===== src/rtl/gpu_pkg.sv =====
// Shared types and default sizing for the SIMT core load/store path.
package gpu_pkg;
    localparam int LSU_NUM_LANES = 16;
    localparam int LSU_ADDR_W    = 16;
    localparam int LSU_DATA_W    = 16;

    typedef logic [LSU_NUM_LANES-1:0] lane_vec_t;

    typedef enum logic [1:0] {
        IDLE,
        ISSUE,
        WAIT_RSP,
        WRITEBACK
    } lsu_state_t;
endpackage


===== src/rtl/gpu_lane_prio_enc.sv =====
// Lowest-set-bit finder over a lane vector; purely combinational.
module gpu_lane_prio_enc #(
    parameter int N = 16,
    localparam int W = $clog2(N)
) (
    input  logic [N-1:0] vec,
    output logic [W-1:0] idx,
    output logic         any
);
    always_comb begin
        idx = '0;
        for (int i = N - 1; i >= 0; i--) begin
            if (vec[i]) idx = W'(i);
        end
    end

    assign any = |vec;
endmodule


===== src/rtl/gpu_lsu.sv =====
// Warp LW/SW serialiser: one memory handshake per active lane (loads 2 cycles/lane, stores 1), then a one-cycle writeback; stall while busy.
// Optional GPU_LSU_COALESCE_EN: a load response also fills every pending lane with the same address.
module gpu_lsu
    import gpu_pkg::*;
#(
    parameter int NUM_LANES = LSU_NUM_LANES,
    parameter int ADDR_W    = LSU_ADDR_W,
    parameter int DATA_W    = LSU_DATA_W,
    localparam int LANE_W   = $clog2(NUM_LANES)
) (
    input  logic                          clk,
    input  logic                          reset,
    input  logic                          req_valid,
    output logic                          req_ready,
    input  logic                          req_we,
    input  logic [NUM_LANES-1:0]          req_mask,
    input  logic [NUM_LANES*ADDR_W-1:0]   req_addr,
    input  logic [NUM_LANES*DATA_W-1:0]   req_wdata,
    output logic                          stall,
    output logic                          mem_req_valid,
    input  logic                          mem_req_ready,
    output logic                          mem_we,
    output logic [ADDR_W-1:0]             mem_addr,
    output logic [DATA_W-1:0]             mem_wdata,
    input  logic                          mem_rsp_valid,
    input  logic [DATA_W-1:0]             mem_rdata,
    output logic                          wb_valid,
    output logic [NUM_LANES-1:0]          wb_mask,
    output logic [NUM_LANES*DATA_W-1:0]   wb_data
);
    lsu_state_t           state_q, state_d;
    logic                 we_q;
    logic [NUM_LANES-1:0] mask_q, pending_q, cur_bit, hit, clr;
    logic [ADDR_W-1:0]    addr_q    [NUM_LANES];
    logic [DATA_W-1:0]    wdata_q   [NUM_LANES];
    logic [DATA_W-1:0]    wb_data_q [NUM_LANES];
    logic [LANE_W-1:0]    cur;
    logic                 cur_any, accept, rsp_take;

    gpu_lane_prio_enc #(.N(NUM_LANES)) u_prio (
        .vec (pending_q),
        .idx (cur),
        .any (cur_any)
    );

    assign accept   = (state_q == IDLE) && req_valid;
    assign rsp_take = (state_q == WAIT_RSP) && mem_rsp_valid;
    assign cur_bit  = NUM_LANES'(1) << cur;

    // Lanes retired by a load response; stores always retire only the current lane.
`ifdef GPU_LSU_COALESCE_EN
    always_comb begin
        hit = '0;
        for (int l = 0; l < NUM_LANES; l++) begin
            hit[l] = pending_q[l] && (addr_q[l] == addr_q[cur]);
        end
    end
`else
    assign hit = cur_bit;
`endif

    always_comb begin
        state_d = state_q;
        clr     = '0;
        case (state_q)
            IDLE: begin
                if (req_valid) state_d = (|req_mask) ? ISSUE : WRITEBACK;
            end
            ISSUE: begin
                if (mem_req_ready && cur_any) begin
                    if (we_q) begin
                        clr     = cur_bit;
                        state_d = (|(pending_q & ~cur_bit)) ? ISSUE : WRITEBACK;
                    end else begin
                        state_d = WAIT_RSP;
                    end
                end
            end
            WAIT_RSP: begin
                if (mem_rsp_valid) begin
                    clr     = hit;
                    state_d = (|(pending_q & ~hit)) ? ISSUE : WRITEBACK;
                end
            end
            WRITEBACK: state_d = IDLE;
            default:   state_d = IDLE;
        endcase
    end

    always_ff @(posedge clk or negedge reset) begin
        if (!reset) begin
            state_q   <= IDLE;
            we_q      <= 1'b0;
            mask_q    <= '0;
            pending_q <= '0;
            for (int l = 0; l < NUM_LANES; l++) begin
                addr_q[l]    <= '0;
                wdata_q[l]   <= '0;
                wb_data_q[l] <= '0;
            end
        end else begin
            state_q <= state_d;
            if (accept) begin
                we_q      <= req_we;
                mask_q    <= req_mask;
                pending_q <= req_mask;
                for (int l = 0; l < NUM_LANES; l++) begin
                    addr_q[l]  <= req_addr[l*ADDR_W +: ADDR_W];
                    wdata_q[l] <= req_wdata[l*DATA_W +: DATA_W];
                end
            end else begin
                pending_q <= pending_q & ~clr;
            end
            if (rsp_take) begin
                for (int l = 0; l < NUM_LANES; l++) begin
                    if (hit[l]) wb_data_q[l] <= mem_rdata;
                end
            end
        end
    end

    assign req_ready     = (state_q == IDLE);
    assign stall         = (state_q != IDLE);
    assign mem_req_valid = (state_q == ISSUE) && cur_any;
    assign mem_we        = mem_req_valid && we_q;
    assign mem_addr      = mem_req_valid ? addr_q[cur] : '0;
    assign mem_wdata     = mem_req_valid ? wdata_q[cur] : '0;
    assign wb_valid      = (state_q == WRITEBACK);
    assign wb_mask       = (wb_valid && !we_q) ? mask_q : '0;

    always_comb begin
        wb_data = '0;
        for (int l = 0; l < NUM_LANES; l++) begin
            wb_data[l*DATA_W +: DATA_W] = wb_data_q[l];
        end
    end
endmodule

===== config.mk =====
export PLATFORM = sky130hd
export DESIGN_NAME = gpu_lsu
export DESIGN_NICKNAME = d
export VERILOG_FILES = /design/src/rtl/gpu_pkg.sv /design/src/rtl/gpu_lane_prio_enc.sv /design/src/rtl/gpu_lsu.sv
export SDC_FILE = /design/constraint.sdc
export NUM_CORES = 2
export LEC_CHECK = 0
export CORE_AREA = 10 10 330 332
export CTS_BUF_LIST = sky130_fd_sc_hd__clkbuf_8
export DETAILED_ROUTE_END_ITERATION = 10
export DIE_AREA = 0 0 340 342
export GPL_TIMING_DRIVEN = 0
export PLACE_DENSITY = 0.58
export SYNTH_ARGS = -nofsm -noshare
export SYNTH_HDL_FRONTEND = slang
export SYNTH_SLANG_ARGS = --single-unit

===== constraint.sdc =====
create_clock -name clk -period 2.8 [get_ports clk]
set_input_delay 0.56 -clock clk [delete_from_list [all_inputs] [get_ports clk]]
set_output_delay 0.56 -clock clk [all_outputs]
set_load 0.05 [all_outputs]

# Yosys cells after proc, flatten, opt, wreduce, memory -nomap -nowiden
# Cells that the tools add are included.
[word_totals]
wordCells = 131
out_inout_bits = 309
inputBits = 550
ff_bits = 803
[classes]
eq_ne = 6
magnitude_cmp = 1
bitwise_logic = 5
reduce_logical = 29
shifts = 1
mux = 37
[op_table]
columns = ["cell", "n"]
rows = [
  ["two-way mux 16 bit", 11],
  ["binary-select mux 16 bit (select 4 bit)", 2],
  ["two-way mux 4 bit", 16],
  ["OR reduction 16 bit", 3],
  ["AND 16 bit", 2],
  ["NOT 16 bit", 2],
  ["case mux 16 bit (2 select lines)", 1],
  ["AND reduction 2 bit", 16],
  ["<< shifter 1 x 4 -> 16 bit (first input constant)", 1],
  ["two-way mux 2 bit", 6],
  ["case mux 2 bit (4 select lines)", 1],
  ["logical AND 1 bit", 6],
  ["!= test 2 bit (second input constant)", 3],
  ["greater-or-equal comparator 5 bit (second input constant)", 1],
  ["NOT 4 -> 5 bit", 1],
  ["== test 2 bit (second input constant)", 2],
  ["AND reduction 3 bit", 1],
  ["== test 2 x 1 -> 1 bit (second input constant)", 1],
  ["zero test 2 bit", 1],
  ["nonzero test 2 bit", 1],
  ["zero test 1 bit", 1],
]

# Depth between registers and ports, before layout
[logic_depth]
word_depth = 24
ltp_mapped = 11

# Modules after synthesis
# From an unflattened synthesis, not the netlist that was laid out.
[unflattened]
cells_unflattened = 3274
hier_area_um2 = 34881.0
[by_module_without_submodules]
columns = ["module", "n_inst", "cells_per_inst", "seq_area_each_um2", "area_each_um2"]
rows = [
  ["gpu_lsu", 1, 3240, 20094.3, 34704.5],
  ["gpu_lane_prio_enc", 1, 34, 0.0, 176.4],
]

# Least setup slack after synthesis
# Ideal clock, no wire load.
[synth_timing]
path_type = "register -> output"
startpoint = "reg pending_q[11]"
endpoint = "out mem_wdata[14]"
required_time_ns = 2.240
stages_incl_launch_ff = 11
slack_ns = -0.883
arrival_time_ns = 3.123
path_buffers = 3
cell_sequence = "dfrtp_1 -> or4_1 -> buf_2 -> o21ai_2 -> and2_1 -> buf_4 -> buf_2 -> nand2_1 -> a31oi_1 -> o21ai_0 -> o21ai_0"
[synth_via]
elab_chain_len = 17
[synth_rtl]
columns = ["item", "line", "source"]
rows = [
  ["start: declaration", "gpu_lsu.sv:33", "logic [NUM_LANES-1:0] mask_q, pending_q, cur_bit, hit, clr;"],
  ["start signal: assignment", "gpu_lsu.sv:106", "pending_q <= req_mask;"],
  ["start signal: assignment", "gpu_lsu.sv:112", "pending_q <= pending_q & ~clr;"],
  ["two-way mux 4 bit (12 in series)", "gpu_lane_prio_enc.sv:13", "if (vec[i]) idx = W'(i);"],
  ["NOT 4 -> 5 bit (not written as such)", "gpu_lsu.sv:127", "assign mem_wdata = mem_req_valid ? wdata_q[cur] : '0;"],
  ["binary-select mux 16 bit (select 4 bit)", "gpu_lsu.sv:127", ""],
  ["two-way mux 16 bit (not written as such) (2 in series)", "gpu_lsu.sv:127", ""],
  ["two-way mux 16 bit *", "gpu_lsu.sv:127", ""],
  ["end: declaration", "gpu_lsu.sv:24", "output logic [DATA_W-1:0] mem_wdata,"],
]
# Every way passes the cells marked *; elsewhere a longest branch is shown, timed or not. The select of a mux whose other input is x is not followed.

# Final worst setup path
[layout_timing]
startpoint = "reg pending_q[9]"
endpoint = "out mem_wdata[3]"
[layout_via]
elab_chain_len = 15
[layout_rtl]
columns = ["item", "line"]
rows = [
  ["two-way mux 4 bit (10 in series)", "gpu_lane_prio_enc.sv:13"],
  ["NOT 4 -> 5 bit (not written as such)", "gpu_lsu.sv:127"],
  ["binary-select mux 16 bit (select 4 bit)", "gpu_lsu.sv:127"],
  ["two-way mux 16 bit (not written as such) (2 in series)", "gpu_lsu.sv:127"],
  ["two-way mux 16 bit *", "gpu_lsu.sv:127"],
]
# Marked as above.

==> impl_results.md <==
* Outcome: finished, violations left
* Violated checks: negative setup slack
* Die W at 340 um
* DP HPWL at between 100,000 and 150,000 um
* Critical Path Max Stage Delay at 0.53 ns
* Slew @ Worst Pin at 0.933 ns
* Final period util at 165%
* Commonest non-fill, non-tap cell in the layout: nand2_1
* RSZ-0062 raised after global routing: yes
* WP data required at between 2 and 2.5 ns
* GRT Total Usage at 28.2%
* Row cnt at roughly 120
* Core Footprint at 0.103 mm^2
* Area growth from synthesis to layout at 48.7%
* Antenna violations before repair at 27
* Largest net degree at the start of global routing at between 100 and 150
* I/O Pins at between 800 and 900
* Crit end category: output port
* Commonest cells after routing, fill and taps aside: nand2_1 (1,849), clkdlybuf4s50_1 (804), dfrtp_1 (793)
* Port buffer count at 858
* Vias in the first global route at about 33,000
* H-tree levels at 4
* Cell at the slowest stage of the critical path: or4_4
* Seq cells post-synth at 803
* Total global routing overflow at 0
* Final Critical Period at 4.62 ns
* Pwr Total at between 70,000 and 80,000 uW
* Cells after synthesis at between 3,000 and 4,000
* Drt via density at about 5
* Worst Setup Path Type: flop to output port
* Nature of the critical path startpoint: flop
* Max Clk Rate at around 220 MHz
* CTS Buf Count at 146
* Die area at roughly 0.12 mm^2
* CTS tree: done
* CTS Sinks at 803
* Layout net count at 5,433
* Chip height at 342 um
* Cell taking the most area after synthesis: dfrtp_1
* Ys flop type: dfrtp_1
* Final Skew at 0.0311 ns
* Critical path's top delay family: compound AO/OA/AOI/OAI gates
* Worst EP arrival at about 4 ns
* Cell variety after synth at 60
* Initial core utilization at 34.6%
* Initial DRC count at 2,944
* Layout cells sized above 1 at roughly a fifth
* Worst IR drop on VDD at 1.26 mV
* Worst Path Max Fanout at 5
* Pwr per Cell Area at 1360 mW/mm^2
* Drt first pass iters at 5
* Dpl cells at 6,030
* Routability Congestion at 0.936
* Worst Hold Class: input port to flop
* CTS max path bufs at 3
* Top cell type's share of synthesized area at 56.6%
* Final WL at 170,000 um
* Leak at 0.0252 uW
* Slew margin rel. at 37.5%
* Final hold vios at 0
* Syn_nets at about 4,300
* Max Cap Viol at 0
* Antenna-violating nets left at 0
* Final non-filler cell total at approximately 6,400
* Ys Warns at 0
* Fraction of registers with async set/reset at 100%
* Buf+Inv Stages, Crit Path at 4
* Routed WL per cell at 26.8 um
* First-pass GRT wire length at 239,000 um
* Final Slew Violations at 0
* Avg Cell Area, Syn at approximately 9.4 um^2
* Final WS setup at -1.82 ns
* Register clock-pin slew on the reported worst setup and hold paths at ~0.06 ns
* Clock latency at the later pin of the worst-skew pair at ~0.83 ns
* Via count at 32,800
* Post-synthesis sequential area ratio at 56.6%
* Post-Syn Area at 0.0355 mm^2
* CP most frequent cell: buf_12
* EDFF count, synth at 0
* Crit path cell chain: or4_4 -> o21ai_4 -> and2_4 -> buf_12 -> buf_12 -> buf_16 -> mux2i_1 -> a32oi_4 -> o211ai_1 -> a21oi_4 -> buf_8
* Root buffer cell: clkbuf_8
* DRC viols at 0
* Ranking of synthesized cells by area: dfrtp_1 (57%), nand2_1 (20%), mux2_2 (6.9%)
* # setup viols final at 34
[area by class of cell]
| type | count | area [um^2] |
|---|---|---|
| repair buffers | 959 | 10100 |
| plain buffers | 252 | 1720 |
| clock inverters | 73 | 368 |
| multi-input cells | 2709 | 16200 |
| flip-flops and latches | 803 | 20100 |
| fillers | 9578 | 49900 |
| well taps | 1380 | 1730 |
| clock buffers | 176 | 2420 |
| diodes | 13 | 32.5 |
| inverters | 8 | 30.0 |
[metrics by stage]
step	cell area, um^2	setup WS (ns)	hold slack (ns)	TNS (ns)	utilization (%)
after floorplan	36000	-0.195	0.264	-6.15	-
after global placement	46300	-36.46	0.451	-	45.1
after detailed placement	46500	-2.30	0.454	-543.38	45.3
after CTS	51400	-1.92	0.169	-59.53	50.1
after global routing	52700	-1.88	0.203	-57.85	51.4
final	52800	-1.82	0.247	-55.71	51.4
[final timing paths]
path | start | endpoint | slack, ns | cells past startpoint
min in group asynchronous | reset | wb_data[210] | 0.37 | 2
max | pending_q[9] | mem_wdata[3] | -1.82 | 11
max reg2reg | pending_q[7] | wb_data[252] | 0.07 | 9
min | req_addr[3] | addr_q[243] | 0.25 | 3
min reg2reg | wdata_q[26] | wdata_q[26] | 0.47 | 2
max in group asynchronous | reset | addr_q[103] | 0.35 | 5
[registers in the layout, summed over array words and instances (netlist names)]
| name | flops |
|---|---|
| we_q | 1 |
| mask_q | 16 |
| addr_q | 256 |
| wdata_q | 256 |
| pending_q | 16 |
| wb_data | 256 |
| state_q | 2 |
[cell families (layout without fill, tap and decap cells)]
logic type      count (synthesis)  count (layout)  synth area share, %
buf+inv                       272            1468                 3.36
fa+ha+maj                       4               4                0.141
compound gates                349             349                 7.16
other cells                     0              13                    0
flops                         803             803                 56.6
mux                           318             318                 9.87
simple gates                 2038            2038                 22.8
[where the power goes]
part	internal [uW]	total, uW	switching, uW
Clock	5750	10900	5170
Combinational	15000	41600	26500
Sequential	16200	19300	3110
[per-layer routing]
| metal | vias to the layer above | wire length, um | global-route usage, % |
|---|---|---|---|
| met2 | 1540 | 80900 | 46.9 |
| met4 | 22 | 7530 | 11.4 |
| met5 | - | 147 | 0 |
| li1 | 14700 | - | - |
| met3 | 322 | 16900 | 9.52 |
| met1 | 16100 | 65000 | 33.3 |
[worst register-to-register path, cell delays in order, from the launching register on]
cell      delay, ns
dfrtp_1        0.39
buf_4          0.19
nor4_4         0.29
buf_4          0.19
nand2_1        0.10
or3_4          0.46
nor2_4         0.18
nand2_2        0.20
clkbuf_4       0.28
mux2_2         0.30
[cell usage after synthesis, types with 5 or more instances]
cell,number
a31oi_1,67
nor2_1,20
o21ai_0,7
buf_6,11
mux2_2,217
mux2_1,39
clkbuf_1,191
a21oi_1,39
nand2_1,1874
buf_2,53
mux2i_1,62
nand2b_1,5
nor4_1,9
o211ai_1,68
a32oi_1,63
buf_4,5
and2_1,19
nand2_2,11
o311ai_0,7
or4_1,5
inv_1,8
and3_1,65
a211oi_1,67
dfrtp_1,803
[repair_timing]
action | in CTS | in global routing
pin swaps | 107 | 88
buffers inserted | 40 | 48
hold endpoints to repair | 91 | 0
cloned | 5 | 2
hold buffers | 1 | 0
gates resized for setup | 722 | 272
endpoints found under the setup margin | 759 | 453
(Power assumes the default switching activity.)
